[config.mk]
export PLATFORM = sky130hd
export DESIGN_NAME = serial_tx
export DESIGN_NICKNAME = d
export VERILOG_FILES = /design/src/rtl/serial_pkg.sv /design/src/rtl/bit_timer.sv /design/src/rtl/serial_tx.sv
export SDC_FILE = /design/constraint.sdc
export NUM_CORES = 1
export LEC_CHECK = 0
export CAP_MARGIN = 30
export CORE_AREA = 2 2 46 48
export DETAILED_ROUTE_END_ITERATION = 12
export DIE_AREA = 0 0 48 50
export PLACE_DENSITY = 0.78
export RECOVER_POWER = 50
export SETUP_SLACK_MARGIN = 0.3
export SLEW_MARGIN = 15
export SYNTH_ARGS = -nofsm -noshare
export SYNTH_HDL_FRONTEND = slang
export SYNTH_SLANG_ARGS = --single-unit
[constraint.sdc]
create_clock -name CLK -period 2.9 [get_ports CLK]
set_input_delay 0.58 -clock CLK [delete_from_list [all_inputs] [get_ports CLK]]
set_output_delay 0.58 -clock CLK [all_outputs]
set_load 0.05 [all_outputs]
[src/rtl/serial_pkg.sv]
// Shared definitions for the serial transmitter: FSM states and line levels.
package serial_pkg;

  typedef enum logic [1:0] {
    IDLE  = 2'd0,
    START = 2'd1,
    DATA  = 2'd2,
    STOP  = 2'd3
  } state_e;

  localparam logic START_LEVEL = 1'b0;
  localparam logic STOP_LEVEL  = 1'b1;
  localparam logic IDLE_LEVEL  = 1'b1;

endpackage

[src/rtl/bit_timer.sv]
// Counts BIT_CYCLES clocks per serial bit; o_bit_end marks the last cycle of a bit.
module bit_timer #(
  parameter int BIT_CYCLES = 4,
  parameter int CW         = $clog2(BIT_CYCLES) + 1
) (
  input  logic          CLK,
  input  logic          RESET,
  input  logic          i_clear,
  output logic          o_bit_end,
  output logic [CW-1:0] o_count
);

  localparam logic [CW-1:0] LAST = CW'(BIT_CYCLES - 1);

  logic [CW-1:0] r_count;

  always_ff @(posedge CLK or posedge RESET) begin
    if (RESET) begin
      r_count <= '0;
    end else if (i_clear || (r_count == LAST)) begin
      r_count <= '0;
    end else begin
      r_count <= r_count + CW'(1);
    end
  end

  assign o_bit_end = (r_count == LAST);
  assign o_count   = r_count;

endmodule

[src/rtl/serial_tx.sv]
// Serial transmitter: start bit, WIDTH data bits LSB first, stop bit; all outputs registered.
// Handshake: a word is accepted on a rising edge where LOAD=1 and READY=1; LOAD at other times is dropped.
module serial_tx
  import serial_pkg::*;
#(
  parameter int WIDTH      = 8,
  parameter int BIT_CYCLES = 4
) (
  input  logic             CLK,
  input  logic             RESET,
  input  logic [WIDTH-1:0] DIN,
  input  logic             LOAD,
  output logic             READY,
  output logic             TX,
  output logic             BUSY,
  output logic             DONE,
  output state_e           DBG_STATE
);

  localparam int CW = $clog2(BIT_CYCLES) + 1;
  localparam int IW = (WIDTH > 1) ? $clog2(WIDTH) : 1;
  localparam logic [IW-1:0] LAST_IDX = IW'(WIDTH - 1);
  localparam logic [CW-1:0] PRE_LAST = (BIT_CYCLES > 1) ? CW'(BIT_CYCLES - 2) : '0;

  state_e           r_state;
  state_e           w_state_nxt;
  logic [WIDTH-1:0] r_shift;
  logic [IW-1:0]    r_idx;
  logic             r_ready;
  logic             r_busy;
  logic             r_tx;
  logic             r_done;
  logic             w_accept;
  logic             w_bit_end;
  logic             w_timer_clear;
  logic             w_done_nxt;
  logic [CW-1:0]    w_count;

  assign w_accept      = LOAD && r_ready;
  assign w_timer_clear = (r_state == IDLE);

  bit_timer #(
    .BIT_CYCLES (BIT_CYCLES),
    .CW         (CW)
  ) u_bit_timer (
    .CLK       (CLK),
    .RESET     (RESET),
    .i_clear   (w_timer_clear),
    .o_bit_end (w_bit_end),
    .o_count   (w_count)
  );

  always_comb begin
    w_state_nxt = r_state;
    case (r_state)
      IDLE:    if (w_accept) w_state_nxt = START;
      START:   if (w_bit_end) w_state_nxt = DATA;
      DATA:    if (w_bit_end && (r_idx == LAST_IDX)) w_state_nxt = STOP;
      STOP:    if (w_bit_end) w_state_nxt = IDLE;
      default: w_state_nxt = IDLE;
    endcase
  end

  // DONE is registered, so it is raised one edge ahead of the final stop cycle.
  always_comb begin
    w_done_nxt = 1'b0;
    if (BIT_CYCLES == 1) begin
      w_done_nxt = (w_state_nxt == STOP);
    end else begin
      w_done_nxt = (r_state == STOP) && (w_count == PRE_LAST);
    end
  end

  always_ff @(posedge CLK or posedge RESET) begin
    if (RESET) begin
      r_state <= IDLE;
    end else begin
      r_state <= w_state_nxt;
    end
  end

  always_ff @(posedge CLK or posedge RESET) begin
    if (RESET) begin
      r_shift <= '0;
      r_idx   <= '0;
      r_ready <= 1'b1;
      r_busy  <= 1'b0;
      r_tx    <= IDLE_LEVEL;
      r_done  <= 1'b0;
    end else begin
      r_ready <= (w_state_nxt == IDLE);
      r_busy  <= (w_state_nxt != IDLE);
      r_done  <= w_done_nxt;
      case (r_state)
        IDLE: begin
          if (w_accept) begin
            r_shift <= DIN;
            r_idx   <= '0;
            r_tx    <= START_LEVEL;
          end
        end
        START: begin
          if (w_bit_end) begin
            r_tx    <= r_shift[0];
            r_shift <= r_shift >> 1;
            r_idx   <= '0;
          end
        end
        DATA: begin
          if (w_bit_end) begin
            if (r_idx == LAST_IDX) begin
              r_tx <= STOP_LEVEL;
            end else begin
              r_tx    <= r_shift[0];
              r_shift <= r_shift >> 1;
              r_idx   <= r_idx + IW'(1);
            end
          end
        end
        STOP: begin
          if (w_bit_end) r_tx <= IDLE_LEVEL;
        end
        default: r_tx <= IDLE_LEVEL;
      endcase
    end
  end

  assign READY     = r_ready;
  assign BUSY      = r_busy;
  assign TX        = r_tx;
  assign DONE      = r_done;
  assign DBG_STATE = r_state;

endmodule

==> flow_summary.json, run 1 <==
{
  "outcome": "completed",
  "final_core_util_pct": 64.28,
  "grt_max_degree": 23,
  "die_width_um": 48,
  "critPathMaxFanout": 2,
  "min-delay-path-class": "reg2reg",
  "rsz0062_at_grt": "no",
  "leakage_nw": 0.5720,
  "cp_slowest_cell": "clkdlybuf4s50_1",
  "path_buf_inv": 1,
  "relSlewSlack_pct": 51.26,
  "startpoint": "READY",
  "fin_crit_sh_pct": 76.53,
  "die_area_um2": 2400,
  "wl_mm": 1.661,
  "fillCellCount": 160,
  "synth_cell_types": 27,
  "ir_drop_v": 0.0005745,
  "n_antenna_cell": 0,
  "layout_min_cycle_time_ps": 2219,
  "initial_core_util_pct": 52.76,
  "p_per_area_nw_per_um2": 1035,
  "gp_routability_congestion": 0.8353,
  "synth_top_area_share_pct": 44.89,
  "path_class": "reg2out",
  "slew_viol_final": 0,
  "syn_area_um2": 1003,
  "synth.area.top_cells": "dfrtp_1 45%, ha_1 11%, mux2i_1 7.0%, dfstp_2 5.2%, nand2_1 5.2%",
  "critPathMaxStageDelay_ps": 790,
  "final_area_um2": 1222,
  "total_power_mw": 1.265,
  "yosysWarnings": 0,
  "cp-start-kind": "flop",
  "cp.arrival_ps": 1640,
  "grt-ovfl-total": 0,
  "clock_skew_ps": 2.319,
  "syn_area_per_cell_um2": 10.56,
  "post_dp_cell_area_um2": 1170,
  "postCtsSetupBuffers": 0,
  "cts_made_buffers": 3,
  "cp.depth": 1,
  "synth_edf_count": 0,
  "cts_max_path_buffers": 2,
  "grtUsageTotal_pct": 16.51,
  "worst_setup_path_end_kind": "output pin",
  "syn_to_final_growth_pct": 21.82,
  "hold_viol": 0,
  "ios": 17,
  "die_h_um": 50,
  "dp_slack_ps": 892.8,
  "crit_chain": "clkdlybuf4s50_1",
  "finalSetupViolCount": 0,
  "clk_latency_ps": 300,
  "viasPerCell": 5.275,
  "synth_seq_area_share_pct": 50.12,
  "reg2reg_slack_ps": 900,
  "drv_cap": 0,
  "r2r-start": "DBG_STATE[0]",
  "max_freq_ghz": 0.4506,
  "rr_worst_depth": 5,
  "worst_path_dominant_cell_family": "buffers and inverters",
  "design.core.area_um2": 1902,
  "hp-start": "u_bit_timer.o_count[0]",
  "drt_iter0_markers": 10,
  "grt_first_pass_wirelength_mm": 2.787,
  "synth_seq_cells": 20,
  "fin_ws_ps": 680.7,
  "hold_buffers": 0,
  "cts_tree": "yes",
  "cts-htree-levels": 1,
  "syn_inst": 95,
  "antenna_left": 0,
  "synthArstFlopShare_pct": 100.0,
  "synth_nets": 115,
  "cts_root_buf": "clkbuf_4",
  "yosysTopAreaCell": "dfrtp_1",
  "ys_top_cells_by_count": "18 x dfrtp_1, 14 x nand2_1, 10 x o21ai_0, 9 x ha_1, 7 x mux2i_1",
  "num_vias": 728,
  "cp.required_ps": 2320,
  "firstDrtPassIters": 4,
  "path_clk_slew_ps": 120,
  "grt_pass1_vias": 684,
  "routedWlPerCell_um": 12.04,
  "placementRows": 16,
  "final_nets": 132,
  "cts_sinks": 20,
  "ctsResizeCount": 0,
  "drive_above_1_share_pct": 9.910,
  "cp-endpoint": "READY",
  "synth.most_common_cell": "dfrtp_1",
  "final.setup.tns_ps": 0,
  "port-buffer-count": 16,
  "dp_hpwl_mm": 1.242,
  "reg2reg_to": "r_shift[0]",
  "drc_errors": 0,
  "synth_flop_cell": "dfrtp_1",
  "tightest_slew_ps": 728.9,
  "grt_antenna_before_repair": 0
}
-- layer usage --
layer | vias to the layer above | GRT usage [%] | wire [um]
li1 | 356 | - | -
met1 | 347 | 18.79 | 685
met2 | 19 | 27.11 | 854
met3 | 6 | 3.297 | 67
met4 | 0 | 9.459 | 54
met5 | - | 0 | 0
-- stage by stage --
stage	hold WS [ps]	std cells
floorplan	429.5	95
global placement	450.1	134
detailed placement	460.5	134
CTS	480.0	138
global route	496.2	138
finish	479.6	138
-- cell usage in the layout, fill, tap and decap left out, drive strengths merged --
| cell | synthesis | layout |
|---|---|---|
| and3 | 1 | 1 |
| a21bo | 1 | 1 |
| or2 | 1 | 1 |
| nor2 | 4 | 4 |
| mux2i | 7 | 7 |
| inv | 6 | 6 |
| clkbuf | 0 | 3 |
| a32o | 1 | 1 |
| dlygate4sd3 | 0 | 1 |
| bufinv | 0 | 1 |
| nand2 | 14 | 14 |
| nand2b | 3 | 3 |
| a21oi | 3 | 3 |
| ha | 9 | 9 |
| nor3 | 4 | 4 |
| o32a | 2 | 2 |
| nor2b | 1 | 1 |
| o211ai | 2 | 2 |
| dfrtp | 18 | 18 |
| o21ai | 12 | 12 |
| dfstp | 2 | 2 |
| clkdlybuf4s50 | 0 | 15 |
-- where the power goes --
group | internal, mW | leakage (nW) | switching, mW
combinational | 0.235 | 0.290 | 0.357
sequential | 0.383 | 0.255 | 0.0598
clock | 0.140 | 0.0279 | 0.0908
total | 0.758 | 0.572 | 0.507
-- logic make-up (layout without fill, tap and decap cells) --
family          after synthesis  in the layout  share of synthesized area [%]
flops                        20             20                          50.12
buf+inv                      10             26                          4.987
fa+ha+maj                     9              9                          11.22
compound gates               21             21                          13.97
simple gates                 28             28                          12.72
mux                           7              7                          6.983
-- registers in the layout, summed over array words and instances, names as in the netlist --
name / count
DONE: 1
TX: 1
BUSY: 1
r_shift: 8
DBG_STATE: 2
r_idx: 3
u_bit_timer.o_count: 3
READY: 1
-- layout make-up --
type	count	area, um2	area share (%)
Clock buffer	3	22.52	1.842
Clock inverter	1	30.03	2.457
Inverter	6	22.52	1.842
Multi-Input combinational cell	65	450.4	36.85
Sequential cell	20	503.0	41.15
Tap cell	27	33.78	2.764
Timing Repair Buffer	16	160.2	13.10
-- worst min path at each step --
stage / endpoint / slack, ps / depth (start not counted)
after floorplan: u_bit_timer.o_count[0] / 430 / 1
after global placement: u_bit_timer.o_count[0] / 450 / 1
after detailed placement: u_bit_timer.o_count[0] / 460 / 1
after CTS: u_bit_timer.o_count[0] / 480 / 1
after global routing: u_bit_timer.o_count[0] / 500 / 1
final: u_bit_timer.o_count[0] / 480 / 1
Note: power is estimated with default switching activity, not from simulation.
==> run 2, diff against run 1 <==
--- a/config.mk
+++ b/config.mk
@@ -6,10 +6,10 @@
 export NUM_CORES = 1
 export LEC_CHECK = 0
 export CAP_MARGIN = 30
-export CORE_AREA = 2 2 46 48
+export CORE_AREA = 2 2 57 43
 export DETAILED_ROUTE_END_ITERATION = 12
-export DIE_AREA = 0 0 48 50
-export PLACE_DENSITY = 0.78
+export DIE_AREA = 0 0 59 45
+export PLACE_DENSITY = 0.71
 export RECOVER_POWER = 50
 export SETUP_SLACK_MARGIN = 0.3
 export SLEW_MARGIN = 15
==> constraint.sdc (replaced) <==
create_clock -name CLK -period 2.26 [get_ports CLK]
set_input_delay 0.452 -clock CLK [delete_from_list [all_inputs] [get_ports CLK]]
set_output_delay 0.452 -clock CLK [all_outputs]
set_load 0.05 [all_outputs]
==> flow_summary.json, run 2 (synthesized netlist as in run 1, its figures left out) <==
{
  "outcome": "completed",
  "p_clk_share_pct": 17.5,
  "syn_to_final_growth_pct": 24.56,
  "grt_pass1_vias": 724,
  "cp.arrival_ps": 1440,
  "layout_min_cycle_time_ps": 1892,
  "port-buffer-count": 16,
  "path_class": "reg2out",
  "fillCellCount": 186,
  "critPathMaxStageDelay_ps": 790,
  "power_frac_comb_pct": 49.1,
  "drv_cap": 0,
  "wl_mm": 1.750,
  "worst_path_dominant_cell_family": "buffers and inverters",
  "layout_commonest_cell": "dfrtp_1",
  "crit_chain": "clkdlybuf4s50_1",
  "ios": 17,
  "largest_register_ffs": 8,
  "rsz0062_at_grt": "no",
  "cts_sinks": 20,
  "critPathMaxFanout": 1,
  "num_vias": 727,
  "relSlewSlack_pct": 29.96,
  "die_width_um": 59,
  "regMostFlops": "r_shift",
  "routedWlPerCell_um": 12.50,
  "grt_first_pass_wirelength_mm": 3.049,
  "drt_iter0_markers": 14,
  "slew_viol_final": 0,
  "grtUsageTotal_pct": 15.76,
  "gp_routability_congestion": 0.7293,
  "fin_ws_ps": 368.0,
  "cts_tree": "yes",
  "grt_antenna_before_repair": 0,
  "placementRows": 14,
  "grt_max_degree": 21,
  "worst_setup_path_end_kind": "output pin",
  "die_area_um2": 2655,
  "cts_max_path_buffers": 2,
  "p_int_mw": 1.021,
  "path_clk_slew_ps": 120,
  "final_nets": 137,
  "min-delay-path-class": "reg2reg",
  "total_power_mw": 1.687,
  "p_sw_mw": 0.6654,
  "viasPerCell": 5.193,
  "p_sw_share_pct": 39.45,
  "final_cell_mix": "18 x dfrtp_1, 14 x nand2_1, 10 x o21ai_0, 10 x clkdlybuf4s50_1, 9 x ha_1",
  "die_h_um": 45,
  "initial_core_util_pct": 48.55,
  "finalSetupViolCount": 0,
  "n_antenna_cell": 0,
  "tightest_slew_ps": 1051,
  "cp_slowest_cell": "clkdlybuf4s50_1",
  "path_buf_inv": 1,
  "p_per_area_nw_per_um2": 1349,
  "cp.required_ps": 1810,
  "ir_drop_v": 0.0006654,
  "design.core.area_um2": 2067,
  "clock_skew_ps": 7.583,
  "cts_made_buffers": 3,
  "cts_root_buf": "clkbuf_4",
  "dp_hpwl_mm": 1.336,
  "final.setup.tns_ps": 0,
  "drc_errors": 0,
  "max_freq_ghz": 0.5286,
  "fin_crit_sh_pct": 83.72,
  "leakage_nw": 0.6124,
  "grt-ovfl-total": 0,
  "seqPwrFrac_pct": 33.4,
  "firstDrtPassIters": 3,
  "hold_viol": 0,
  "cp-start-kind": "flop",
  "clk_latency_ps": 310,
  "antenna_left": 0,
  "cts-htree-levels": 1,
  "dp_slack_ps": 452.7,
  "drive_above_1_share_pct": 12.93
}
run 2: changes by cell type in the layout (fill, tap and decap cells not counted):
cell,delta
buf_4,+4
clkbuf_1,+1
clkdlybuf4s50_1,-5
dlygate4sd2_1,+4
dlymetal6s2s_1,+1
run 2: power by group through the flow:
stage / logic (mW) / registers, mW / clock network (mW)
after CTS: 0.782 / 0.566 / 0.303
after detailed placement: 0.795 / 0.575 / 0
final: 0.828 / 0.564 / 0.296
after floorplan: 0.501 / 0.679 / 0
after global placement: 0.772 / 0.567 / 0
after global routing: 0.928 / 0.580 / 0.322
run 2: area by class of cell:
type	instances	area, um2	area share, %
Sequential cell	20	503.0	40.24
Multi-Input combinational cell	65	450.4	36.04
Timing Repair Buffer	21	191.4	15.32
Clock inverter	1	30.03	2.402
Tap cell	24	30.03	2.402
Clock buffer	3	22.52	1.802
Inverter	6	22.52	1.802
run 2: worst paths after layout:
kind / from / end / slack (ps) / depth (start not counted)
max: DONE / DONE / 370 / 1
min reg2reg: u_bit_timer.o_count[0] / u_bit_timer.o_count[0] / 480 / 1
min in group asynchronous: RESET / r_shift[5] / 880 / 3
max in group asynchronous: RESET / r_shift[4] / 750 / 3
min: u_bit_timer.o_count[0] / u_bit_timer.o_count[0] / 480 / 1
max reg2reg: u_bit_timer.o_count[0] / BUSY / 430 / 6
run 2: what timing repair did:
item | 4_1_cts | 5_1_grt
gates resized for setup | 4 | 1
setup endpoints to repair | 4 | 9
hold buffers | 0 | 0
pin swaps | 0 | 1
hold endpoints to repair | 0 | 0
setup buffers | 0 | 3
run 2: per-layer routing:
metal / GRT usage [%] / part of all wire [%]
met1: 19.85 / 47
met2: 25.11 / 46
met3: 6.877 / 6.3
met4: 4.091 / 0.91
met5: 0 / 0
run 2: metrics by stage:
step	utilization, %	hold WS, ps	instances	cell area, um2
floorplan	-	414.3	95	1003
global placement	57.14	441.7	133	1181
detailed placement	57.14	468.7	133	1181
CTS	59.44	450.7	137	1229
global route	60.47	500.6	140	1250
finish	60.47	481.0	140	1250
